**src/rtl/cpu_pkg.sv**
```systemverilog
// Shared CPU definitions: register file geometry and the writeback queue entry.
package cpu_pkg;

    localparam int DATA_W = 16;
    localparam int ADDR_W = 2;

    typedef struct packed {
        logic [ADDR_W-1:0] rd;
        logic [DATA_W-1:0] data;
    } wb_entry_t;

endpackage

```
**src/rtl/wb_queue.sv**
```systemverilog
// In-order writeback FIFO: two pushes (entry_a ahead of entry_b) and one pop per edge.
// Exposes count plus per-slot valid/rd so the top can build pending flags.
module wb_queue
    import cpu_pkg::*;
#(
    parameter int DEPTH = 4,
    localparam int CNT_W = $clog2(DEPTH + 1),
    localparam int PTR_W = $clog2(DEPTH)
) (
    input  logic                     Clock,
    input  logic                     Reset_n,
    input  logic                     push_a,
    input  wb_entry_t                entry_a,
    input  logic                     push_b,
    input  wb_entry_t                entry_b,
    input  logic                     pop,
    output wb_entry_t                head,
    output logic [CNT_W-1:0]         count,
    output logic [DEPTH-1:0]         entry_valid,
    output logic [DEPTH*ADDR_W-1:0]  entry_rd
);

    wb_entry_t        slots [DEPTH];
    logic [PTR_W-1:0] wr_ptr, rd_ptr, pos_b;
    logic [PTR_W-1:0] wr_ptr_next, rd_ptr_next;
    logic [CNT_W-1:0] count_next;
    logic [DEPTH-1:0] valid_next;

    // entry_b lands behind entry_a only when entry_a is pushed too.
    assign pos_b       = wr_ptr + PTR_W'(push_a);
    assign wr_ptr_next = wr_ptr + PTR_W'(push_a) + PTR_W'(push_b);
    assign rd_ptr_next = rd_ptr + PTR_W'(pop);
    assign count_next  = count + CNT_W'(push_a) + CNT_W'(push_b) - CNT_W'(pop);
    assign head        = slots[rd_ptr];

    // Clear on pop before setting on push: when full, the popped slot is refilled.
    always_comb begin
        valid_next = entry_valid;
        if (pop)    valid_next[rd_ptr] = 1'b0;
        if (push_a) valid_next[wr_ptr] = 1'b1;
        if (push_b) valid_next[pos_b]  = 1'b1;
    end

    always_ff @(posedge Clock or negedge Reset_n) begin
        if (!Reset_n) begin
            wr_ptr      <= '0;
            rd_ptr      <= '0;
            count       <= '0;
            entry_valid <= '0;
        end else begin
            wr_ptr      <= wr_ptr_next;
            rd_ptr      <= rd_ptr_next;
            count       <= count_next;
            entry_valid <= valid_next;
        end
    end

    always_ff @(posedge Clock) begin
        if (push_a) slots[wr_ptr] <= entry_a;
        if (push_b) slots[pos_b]  <= entry_b;
    end

    for (genvar i = 0; i < DEPTH; i++) begin : g_rd
        assign entry_rd[i*ADDR_W +: ADDR_W] = slots[i].rd;
    end

endmodule

```
**src/rtl/reg_writeback_unit.sv**
```systemverilog
// Register-file write front end: arbitrates ALU/load results into an in-order queue,
// drives one commit per cycle and reports pending writes for decode stalls.
module reg_writeback_unit
    import cpu_pkg::*;
#(
    parameter int DEPTH = 4
) (
    input  logic              Clock,
    input  logic              Reset_n,
    input  logic              AluValid,
    input  logic [ADDR_W-1:0] AluRD,
    input  logic [DATA_W-1:0] AluData,
    output logic              AluReady,
    input  logic              MemValid,
    input  logic [ADDR_W-1:0] MemRD,
    input  logic [DATA_W-1:0] MemData,
    output logic              MemReady,
    output logic              RegWrite,
    output logic [ADDR_W-1:0] RD,
    output logic [DATA_W-1:0] WriteData,
    input  logic [ADDR_W-1:0] RS,
    input  logic [ADDR_W-1:0] RT,
    output logic              RSPending,
    output logic              RTPending
);

    localparam int CNT_W = $clog2(DEPTH + 1);

    logic [CNT_W-1:0]        count, free;
    logic                    push_mem, push_alu, pop;
    wb_entry_t               head;
    logic [DEPTH-1:0]        entry_valid;
    logic [DEPTH*ADDR_W-1:0] entry_rd;

    // Handshake: a result transfers on an edge where its Valid and Ready are both high;
    // Ready depends only on registered count and MemValid, never on AluValid.
    assign pop      = (count != '0);
    assign free     = CNT_W'(DEPTH) - count + CNT_W'(pop);
    assign MemReady = (free >= CNT_W'(1));
    assign AluReady = (free >= CNT_W'(2)) || ((free >= CNT_W'(1)) && !MemValid);
    assign push_mem = MemValid && MemReady;
    assign push_alu = AluValid && AluReady;

    wb_queue #(.DEPTH(DEPTH)) u_queue (
        .Clock       (Clock),
        .Reset_n     (Reset_n),
        .push_a      (push_mem),
        .entry_a     ('{rd: MemRD, data: MemData}),
        .push_b      (push_alu),
        .entry_b     ('{rd: AluRD, data: AluData}),
        .pop         (pop),
        .head        (head),
        .count       (count),
        .entry_valid (entry_valid),
        .entry_rd    (entry_rd)
    );

    // RD/WriteData only move on a commit; the register file rewrites them every edge.
    always_ff @(posedge Clock or negedge Reset_n) begin
        if (!Reset_n) begin
            RegWrite  <= 1'b0;
            RD        <= '0;
            WriteData <= '0;
        end else if (pop) begin
            RegWrite  <= 1'b1;
            RD        <= head.rd;
            WriteData <= head.data;
        end else begin
            RegWrite  <= 1'b0;
        end
    end

    always_comb begin
        RSPending = RegWrite && (RD == RS);
        RTPending = RegWrite && (RD == RT);
        for (int i = 0; i < DEPTH; i++) begin
            if (entry_valid[i] && (entry_rd[i*ADDR_W +: ADDR_W] == RS)) RSPending = 1'b1;
            if (entry_valid[i] && (entry_rd[i*ADDR_W +: ADDR_W] == RT)) RTPending = 1'b1;
        end
    end

endmodule

```
**config.mk**
```make
export PLATFORM = sky130hd
export DESIGN_NAME = reg_writeback_unit
export DESIGN_NICKNAME = d
export VERILOG_FILES = /design/src/rtl/cpu_pkg.sv /design/src/rtl/wb_queue.sv /design/src/rtl/reg_writeback_unit.sv
export SDC_FILE = /design/constraint.sdc
export NUM_CORES = 1
export LEC_CHECK = 0
export CORE_MARGIN = 2
export CORE_UTILIZATION = 55
export CTS_CLUSTER_DIAMETER = 120
export DETAILED_ROUTE_END_ITERATION = 8
export HOLD_SLACK_MARGIN = 0.02
export PLACE_DENSITY = 0.83
export SKIP_LAST_GASP = 1
export SYNTH_ARGS = -nofsm -noshare
export SYNTH_HDL_FRONTEND = slang
export SYNTH_HIERARCHICAL = 1
export SYNTH_SLANG_ARGS = --single-unit
```
**constraint.sdc**
```tcl
create_clock -name Clock -period 7.1 [get_ports Clock]
set_input_delay 1.42 -clock Clock [delete_from_list [all_inputs] [get_ports Clock]]
set_output_delay 1.42 -clock Clock [all_outputs]
set_load 0.02 [all_outputs]
```
==> metrics.txt, run 1 <==
H-tree Lvls=3; Detail Route Antenna Nets=0; Clk Tree Root Cell=clkbuf_8; R2R cell count=12; power density over the cells=479 nW/µm²; vias per std cell=between 5 and 6; Core Area=9200 µm²; Total Nets Final=425; layout-stage area growth over the synthesis result=16.2%; CTS buffer count=9; Clock transition at path regs=0.10 ns; Ports=67; hold depth=1; row count=35; post_cts resized=0; Global Route Usage Sum=0.204; outcome=complete, no violations; initial antenna violation count=0; crit path time final=between 5 and 6 ns; multi-input logic area=about 2100 µm²; CP endpoint kind=register; Hold Vio Cnt, Final=0; Worst EP required=7.08 ns; RSZ-0062 raised after global routing=no; Post-route DRC=0; DP HPWL=around 6600 µm; Hold WC Path Type=register to register; die height=101 µm; Worst Tran Pin Value=between 1 and 1.5 ns; gpl congestion=between 0.8 and 0.9; CP Class=register to register; fmax=~0.19 GHz; Post-Syn Area=about 5200 µm²; Pre-antenna DRT Iters=4; max-slew violations=0; Seq cells post-synth=between 100 and 150; post-synthesis compound-gate area fraction=0.0138; P_leak=between 0.002 and 0.0025 µW; dpl cells=473; syn avg cell area=16.2 µm²; die area=10200 µm²; post-detailed-route wirelength per cell=slightly above 20 µm; Syn. warnings=6; CP max FO=20; Die W=about 100 µm; total number of vias=around 2.8k; Clock Tree Buf Depth=2; share of layout cells above drive strength 1=0.347; Gate Count Post-Synth=319; Hold Buf Count CTS=0; proportion of synthesized area in mux cells=0.287; IO buf count=66; starting density of the core=0.563; setup violators final=0; drt first-iter violations=121; share of the yosys chip area belonging to registers=0.562; Synth Net Count=between 300 and 400; R2R setup slack=1.91 ns; post-route clock period utilization=0.731; worst skew pair latency=between 0.3 and 0.4 ns; post-synth cell types=31; CP Launch Type=register; Arr. time, crit path=5.18 ns; fill count=about 640; number of setup buffers added after CTS=0; Setup TNS Final=0 ns; final wirelength=9840 µm; xor-xnor portion of the synthesized cell area=0.0440; Worst IR Drop VDD=0.186 mV; Final Skew=0.0155 ns; max_slew headroom=0.217; CTS tree=yes; main combinational cell family by area after synthesis=multiplexers; Adder-Cell Fraction of Synth Area=0.0222; simple-gate share of the synthesized area=0.0319; Finished Layout Cells=about 490; pin count of the biggest net entering global routing=31; max_cap viols=0; antenna cells=0; vias in the first global route=2990; register area=~2900 µm²; Sink Count=around 100; first-pass GRT wire length=roughly 16000 µm; GRT Residual Overflow=0
==> area by class of cell <==
type	instances	share of cell area
well taps	111	0.0231
clock inverters	6	0.00790
clock buffers	10	0.0212
inverters	8	0.00499
flip-flops and latches	102	0.484
repair buffers	69	0.113
multi-input cells	183	0.346
==> report_power, final <==
part	internal [µW]	switching (µW)	total (µW)
Clock	130	201	331
Sequential	1030	174	1200
Combinational	703	645	1350
Total	1860	1020	2880
==> per-layer routing <==
layer / vias to the layer above / part of all wire / global-route usage
met5: - / 0 / 0
met4: 0 / 0.020 / 0.0790
met3: 16 / 0.032 / 0.0222
met2: 70 / 0.52 / 0.352
met1: 1423 / 0.43 / 0.267
li1: 1309 / - / -
==> cell usage in the layout (no fill, tap or decap) <==
cell,count
mux2_2,71
clkdlybuf4s50_1,66
o21ai_2,2
buf_4,3
clkbuf_1,1
a211o_1,1
nor2_1,3
or3b_4,1
inv_1,8
mux2_1,1
xnor2_1,19
nand3b_1,2
xor2_1,7
nand4_1,2
a32oi_1,2
edfxtp_1,72
nor2_2,1
o21ai_0,4
and2_1,2
mux4_2,18
nor3_4,1
ha_1,6
nand2b_1,2
or2_2,1
mux2_4,18
dfrtp_1,30
nand3_1,9
clkbuf_8,9
and3_1,1
nand2_1,5
o211ai_1,2
fa_1,2
clkinvlp_4,4
inv_6,2
==> worst paths after layout <==
path,startpoint,to
worst max-delay path,u_queue/count[0]$_DFF_PN0_,u_queue/slots[0][10]$_DFFE_PP_
worst min-delay path,WriteData[3]$_DFFE_PN0P_,WriteData[3]$_DFFE_PN0P_
worst max register to register,u_queue/count[0]$_DFF_PN0_,u_queue/slots[0][10]$_DFFE_PP_
worst min register to register,WriteData[3]$_DFFE_PN0P_,WriteData[3]$_DFFE_PN0P_
max in group asynchronous,Reset_n,u_queue/entry_valid[0]$_DFF_PN0_
min in group asynchronous,Reset_n,WriteData[5]$_DFFE_PN0P_
==> sequential cells by signal, indices dropped and copies added, names as in the netlist <==
register and count:
u_queue/rd_ptr 2, WriteData 16, u_queue/count 3, RegWrite 1, u_queue/entry_valid 4, u_queue/wr_ptr 2
u_queue/slots 72, RD 2
==> cells by family (layout without fill, tap and decap cells) <==
logic type,count (synthesis),in the layout
compound gates,11,11
xor+xnor,26,26
fa+ha+maj,8,8
buf+inv,34,93
flops,102,102
mux,108,108
simple gates,30,30
==> metrics by stage <==
stage	worst slack (ns)	hold slack [ns]	instance area, µm²	power, µW	utilization
after floorplan	3.38	0.481	5180	2170	-
after global placement	2.22	0.472	5850	2520	0.636
after detailed placement	1.96	0.490	5850	2580	0.636
after CTS	1.91	0.512	6020	2910	0.655
after global routing	1.56	0.525	6020	3050	0.655
final	1.91	0.503	6020	2880	0.655
==> Yosys cell counts <==
library cell  instances  area, µm²
edfxtp_1             72       2160
mux2_2               71        800
dfrtp_1              30        751
xnor2_1              19        166
mux2_4               18        270
mux4_2               18        405
buf_2                12       60.1
nand3_1               9       45.0
buf_4                 8       60.1
inv_1                 8       30.0
xor2_1                7       61.3
ha_1                  6       75.1
o21ai_0               6       30.0
nand2_1               5       18.8
buf_6                 4       45.0
nor2_1                4       15.0
a32oi_1               2       17.5
and2_1                2       12.5
fa_1                  2       40.0
nand2b_1              2       12.5
nand3b_1              2       15.0
nand4_1               2       12.5
o211ai_1              2       15.0
a211o_1               1       8.76
and3_1                1       6.26
buf_1                 1       3.75
clkbuf_1              1       3.75
mux2_1                1       11.3
nor3_2                1       10.0
or2_2                 1       6.26
or3b_4                1       11.3
==> critical path, cell delays in order, from the launching register on <==
cell and delay [ns]:
dfrtp_1 0.47, nor3_4 0.88, ha_1 0.29, inv_1 0.05, ha_1 0.18, xor2_1 0.16
nor2_1 0.13, nand2_1 0.08, and2_1 0.21, ha_1 0.23, xnor2_1 0.40, nand3b_1 0.89
o21ai_2 0.84
(Power assumes the default switching activity.)
==> run 2: changes to the inputs <==
--- a/config.mk
+++ b/config.mk
@@ -6,11 +6,11 @@
 export NUM_CORES = 1
 export LEC_CHECK = 0
 export CORE_MARGIN = 2
-export CORE_UTILIZATION = 55
+export CORE_UTILIZATION = 50
 export CTS_CLUSTER_DIAMETER = 120
 export DETAILED_ROUTE_END_ITERATION = 8
 export HOLD_SLACK_MARGIN = 0.02
-export PLACE_DENSITY = 0.83
+export PLACE_DENSITY = 0.8
 export SKIP_LAST_GASP = 1
 export SYNTH_ARGS = -nofsm -noshare
 export SYNTH_HDL_FRONTEND = slang
==> constraint.sdc (replaced) <==
create_clock -name Clock -period 4.2 [get_ports Clock]
set_input_delay 0.84 -clock Clock [delete_from_list [all_inputs] [get_ports Clock]]
set_output_delay 0.84 -clock Clock [all_outputs]
set_load 0.02 [all_outputs]
==> run 2 against run 1 <==
Effect of this change: first-iteration DRC count is 7.4% lower; core utilization is 5.2 points lower; largest cell class unchanged; count of clock-buffer cells in the layout is 1 higher.
==> metrics.txt, run 2 (same netlist as run 1, synthesis figures left out) <==
max FFs per register=72 (unchanged); P_leak=0.00225 µW (+2.9%); Critical path buffers and inverters=1 (unchanged); crit path time final=3.48 ns (-1.71 ns); power density over the cells=814 nW/µm² (+70%); Sink Count=102 (unchanged); H-tree Lvls=3 (unchanged); number of setup buffers added after CTS=0 (unchanged); starting density of the core=0.509 (-0.0547); die height=106 µm (+4.7%); CP max FO=20 (unchanged); Reg-to-Reg End=u_queue/slots[2][0]$_DFFE_PP_; Hold WC Path Type=register to register; Hold Buf Count CTS=0 (unchanged); total power=5000 µW (+73%); slowest CP cell=or3b_4; Hold Vio Cnt, Final=0 (unchanged); Global Route Usage Sum=0.188 (-0.0160); drt first-iter violations=112 (-7.4%); commonest non-fill, non-tap cell in the layout=edfxtp_1; GRT Residual Overflow=0 (unchanged); crit path launch=u_queue/count[1]$_DFF_PN0_; worst-path cell chain=nor3_4 > ha_1 > inv_1 > ha_1 > xor2_1 > nor2_1 > nand2_1 > and2_1 > ha_1 > xnor2_1 > or3b_4 > mux2_4; Comb pwr share=0.468 (about the same); Worst IR Drop VDD=0.400 mV (+120%); Top delay family on crit path=simple AND/OR/NAND/NOR gates; CTS buffer count=9 (unchanged); CP endpoint kind=register; IO buf count=66 (unchanged); Pre-antenna DRT Iters=4 (unchanged); post-detailed-route wirelength per cell=18.9 µm (-6.2%); Detail Route Antenna Nets=0 (unchanged); Int Power=3270 µW (+75%); CP Class=register to register; Clk Tree Root Cell=clkbuf_8; CP max stage delay=0.53 ns (-0.36 ns); setup violators final=0 (unchanged); RSZ-0062 raised after global routing=no; pin count of the biggest net entering global routing=31 (unchanged); layout-stage area growth over the synthesis result=18.5%; max-slew violations=0 (unchanged); total number of vias=2880 (+2.2%); max_slew headroom=0.271 (+0.0543); CP Launch Type=register; gpl congestion=0.835 (-4.3%); reg2reg start=u_queue/count[1]$_DFF_PN0_; clock power share=0.124 (+0.009); first-pass GRT wire length=15900 µm (+1.1%); sequential power share=0.408 (-0.010); Worst EP required=4.31 ns (-2.77 ns); capture point of the worst path=u_queue/slots[2][0]$_DFFE_PP_; R2R cell count=12 (unchanged); die area=11200 µm² (+9.6%); critical path depth=12 (unchanged); cell mode on critical path=ha_1; Core Area=10200 µm² (+11%); row count=37 (+5.7%); outcome=complete, no violations; initial antenna violation count=0 (unchanged); Sw Ratio=0.346 (-0.00748); Total Nets Final=433 (+1.9%); Clock transition at path regs=0.10 ns (about the same); commonest non-fill, non-tap cells in the layout=edfxtp_1 (72), mux2_2 (71), clkdlybuf4s50_1 (66); Post-route DRC=0 (unchanged); Util after Layout=0.603 (-0.0520); post-route clock period utilization=0.829 (+0.0980); vias in the first global route=3121 (+4.4%); Biggest register=u_queue/slots; Largest regs=u_queue/slots: 72 flops, WriteData: 16 flops, u_queue/entry_valid: 4 flops; Final Skew=0.0137 ns (-0.00185 ns); worst skew pair latency=0.37 ns (about the same); R2R setup slack=0.72 ns (-1.19 ns); Setup TNS Final=0 ns (unchanged); Arr. time, crit path=3.60 ns (-1.58 ns); Ports=67 (unchanged); fmax=0.287 GHz (+49%); final wirelength=9850 µm (+0.14%); post_cts resized=0 (unchanged); DP HPWL=6550 µm (-0.42%); Sw Pwr=1730 µW (+70%); Worst Tran Pin Value=1.09 ns (-0.0779 ns); CTS tree=yes; vias per std cell=5.52 (-4.3%); share of layout cells above drive strength 1=0.360 (+0.0135); max_cap viols=0 (unchanged); antenna cells=0 (unchanged); Clock Tree Buf Depth=2 (unchanged); Die W=106 µm (+4.7%)
-- run 2: layout make-up --
| class | instances | area (µm²) |
|---|---|---|
| Fill cell | 775 | 4050 |
| Sequential cell | 102 | 2910 |
| Multi-Input combinational cell | 183 | 2080 |
| Timing Repair Buffer | 77 | 743 |
| Tap cell | 136 | 170 |
| Clock buffer | 11 | 141 |
| Clock inverter | 5 | 60.1 |
| Inverter | 8 | 30.0 |
-- run 2: routing by layer --
layer	global-route usage	routed length, µm	up-vias
met2	0.324	5080	91
met5	0	0	-
met3	0.0359	427	13
met4	0.0789	155	0
met1	0.233	4190	1455
li1	-	-	1321
-- run 2: worst min path at each step --
stage                                           from  slack (ns)                               end  cells after the start
floorplan           u_queue/entry_valid[3]$_DFF_PN0_        0.48  u_queue/entry_valid[3]$_DFF_PN0_                      1
CTS                         WriteData[3]$_DFFE_PN0P_        0.51          WriteData[3]$_DFFE_PN0P_                      1
global placement            WriteData[3]$_DFFE_PN0P_        0.48          WriteData[3]$_DFFE_PN0P_                      1
global route                WriteData[3]$_DFFE_PN0P_        0.54          WriteData[3]$_DFFE_PN0P_                      1
finish                      WriteData[3]$_DFFE_PN0P_        0.51          WriteData[3]$_DFFE_PN0P_                      1
detailed placement          WriteData[3]$_DFFE_PN0P_        0.49          WriteData[3]$_DFFE_PN0P_                      1
-- run 2: per-stage QoR --
| stage | worst slack [ns] | area, µm² | hold WS (ns) | instances |
|---|---|---|---|---|
| after global routing | 0.516 | 6140 | 0.537 | 522 |
| final | 0.717 | 6140 | 0.508 | 522 |
| after CTS | 0.749 | 6140 | 0.512 | 522 |
| after detailed placement | 0.762 | 5940 | 0.490 | 506 |
| after global placement | 0.879 | 5940 | 0.480 | 506 |
| after floorplan | 0.479 | 5180 | 0.481 | 319 |
-- run 2: power groups by stage --
stage	Sequential, µW	Clock, µW	Combinational [µW]
finish	2040	620	2340
global route	2100	666	2510
CTS	2050	627	2350
detailed placement	2070	0	2340
global placement	2040	0	2290
floorplan	2020	0	1640
==> run 3: changes to the inputs <==
==> constraint.sdc (replaced) <==
create_clock -name Clock -period 3 [get_ports Clock]
set_input_delay 0.6 -clock Clock [delete_from_list [all_inputs] [get_ports Clock]]
set_output_delay 0.6 -clock Clock [all_outputs]
set_load 0.02 [all_outputs]
==> run 3 against run 2 <==
Effect of this change: non-clock buffer count up 17; first-iteration DRC count up 9.8%; highest routed layer unchanged; fmax is 16% higher; register-to-register slack got worse by 0.72 ns; largest cell class unchanged.
==> metrics.txt, run 3 (same netlist as run 1, synthesis figures left out) <==
max_cap viols=0 (unchanged); Largest regs=u_queue/slots: 72 flops, WriteData: 16 flops, u_queue/entry_valid: 4 flops; Core Area=10200 µm² (unchanged); R2R setup slack=0.002 ns (-0.72 ns); Worst IR Drop VDD=0.572 mV (+43%); fmax=0.334 GHz (+16%); Worst EP required=3.11 ns (-1.20 ns); commonest non-fill, non-tap cells in the layout=edfxtp_1 (72), clkdlybuf4s50_1 (64), mux2_2 (60); Clk Tree Root Cell=clkbuf_8; post-route clock period utilization=0.999 (+0.170); H-tree Lvls=3 (unchanged); row count=37 (unchanged); P_leak=0.00241 µW (+6.9%); hold_sp=WriteData[3]$_DFFE_PN0P_; layout-stage area growth over the synthesis result=25.1%; reg2reg start=u_queue/count[1]$_DFF_PN0_; Reg-to-Reg End=u_queue/slots[0][11]$_DFFE_PP_; crit path time final=3.00 ns (-0.485 ns); Clock transition at path regs=0.10 ns (about the same); Pre-antenna DRT Iters=4 (unchanged); cell mode on critical path=ha_4; DP HPWL=6830 µm (+4.4%); max FFs per register=72 (unchanged); CP endpoint kind=register; Biggest register=u_queue/slots; Hold WC Path Type=register to register; Worst Tran Pin Value=1.01 ns (-0.0876 ns); drt first-iter violations=123 (+9.8%); power density over the cells=1160 nW/µm² (+43%); post-detailed-route wirelength per cell=19.6 µm (+3.7%); max_slew headroom=0.330 (+0.0584); Post-route DRC=0 (unchanged); capture point of the worst path=u_queue/slots[0][11]$_DFFE_PP_; gpl congestion=0.795 (-4.7%); commonest non-fill, non-tap cell in the layout=edfxtp_1; die area=11200 µm² (unchanged); CTS buffer count=9 (unchanged); Die W=106 µm (unchanged); Sink Count=102 (unchanged); total number of vias=2938 (+2.0%); Ports=67 (unchanged); Hold WS=0.501 ns (-0.00659 ns); Final Skew=0.0119 ns (-0.00174 ns); setup violators final=0 (unchanged); first-pass GRT wire length=16200 µm (+2.3%); CP max FO=6 (-70%); RSZ-0062 raised after global routing=yes; Arr. time, crit path=3.11 ns (-0.49 ns); outcome=complete, no violations; initial antenna violation count=0 (unchanged); CTS tree=yes; GRT Residual Overflow=0 (unchanged); worst-path cell chain=nor3_4 > ha_4 > inv_2 > ha_4 > xor2_1 > nor2_1 > nand2_2 > and2_4 > ha_4 > xnor2_4 > buf_6 > nand3b_1 > buf_4 > buf_6 > mux2_2; crit path launch=u_queue/count[1]$_DFF_PN0_; Util after Layout=0.637 (+0.0338); vias in the first global route=3110 (-0.35%); final wirelength=10500 µm (+7.0%); CP Class=register to register; IO buf count=66 (unchanged); die height=106 µm (unchanged); R2R cell count=15 (+3); max-slew violations=0 (unchanged); starting density of the core=0.509 (unchanged); vias per std cell=5.45 (-1.2%); antenna cells=0 (unchanged); Hold Vio Cnt, Final=0 (unchanged); Detail Route Antenna Nets=0 (unchanged); worst skew pair latency=0.37 ns (about the same); share of layout cells above drive strength 1=0.417 (+0.0568); CP max stage delay=0.42 ns (-0.11 ns); Clock Tree Buf Depth=2 (unchanged); CP Launch Type=register; Global Route Usage Sum=0.191 (+0.00275); pin count of the biggest net entering global routing=31 (unchanged); slowest CP cell=dfrtp_1; Total Nets Final=450 (+3.9%)
==> run 3: cell types whose count changed in the layout (fill, tap and decap cells not counted), moves of 4 or more <==
| cell | previous run | this run |
|---|---|---|
| mux2_2 | 71 | 60 |
| buf_12 | 0 | 4 |
| mux2_4 | 18 | 29 |
| buf_6 | 0 | 6 |
| buf_4 | 11 | 16 |
==> run 3: worst min path at each step <==
stage / cells after the start / to
after floorplan: 0 / RD[0]$_DFFE_PN0P_
after global placement: 1 / WriteData[3]$_DFFE_PN0P_
after detailed placement: 1 / WriteData[3]$_DFFE_PN0P_
after CTS: 1 / WriteData[3]$_DFFE_PN0P_
after global routing: 1 / WriteData[0]$_DFFE_PN0P_
final: 1 / WriteData[3]$_DFFE_PN0P_
==> run 3: power breakdown <==
group	total, µW	leakage, µW	switching, µW	internal [µW]
Clock	808	0.0000923	494	314
Combinational	3910	0.00130	1770	2140
Sequential	2810	0.00102	386	2420
==> run 3: final cells by class <==
class,instances,area (µm²)
clock buffer,9,124
clock inverter,7,55.1
fill,741,3700
inverter,8,30.0
multi-input combinational,183,2220
sequential,102,2910
tap,136,170
timing repair buffer,94,970
==> run 3: routing by layer <==
metal / wire (µm) / GRT usage / vias to the layer above / share of wire
met4: 224 / 0.0883 / 0 / 0.021
met3: 347 / 0.0322 / 17 / 0.033
li1: - / - / 1359 / -
met5: 0 / 0 / - / 0
met2: 5500 / 0.329 / 68 / 0.52
met1: 4470 / 0.235 / 1494 / 0.42
==> run 3: worst max-delay path: cells and delay by family (launching register included) <==
| family | cells | cell delay (ns) |
|---|---|---|
| adders and majority gates | 3 | 0.47 |
| and+or+nand+nor | 5 | 0.76 |
| muxes | 1 | 0.28 |
| xor gates and xnor gates | 2 | 0.33 |
| buffers and inverters | 4 | 0.49 |
| DFF | 1 | 0.42 |
==> run 3: stage by stage <==
| step | setup TNS, ns | cells | setup WS (ns) | power (µW) | instance area [µm²] |
|---|---|---|---|---|---|
| floorplan | -4.35 | 319 | -0.147 | 5270 | 5280 |
| finish | 0 | 539 | 0.00206 | 7530 | 6480 |
| detailed placement | -0.197 | 517 | -0.0215 | 6510 | 6140 |
| global route | -4.72 | 539 | -0.102 | 7930 | 6480 |
| global placement | 0 | 517 | 0.0396 | 6370 | 6140 |
| CTS | 0 | 533 | 0.000777 | 7320 | 6320 |
==> run 3: repair_timing <==
action / 4_1_cts / 5_1_grt
hold buffers: 0 / 0
cloned: 0 / 2
resized for setup: 3 / 26
endpoints found under the setup margin: 29 / 127
pin swaps: 2 / 4
buffers inserted: 0 / 4
hold endpoints to repair: 0 / 0
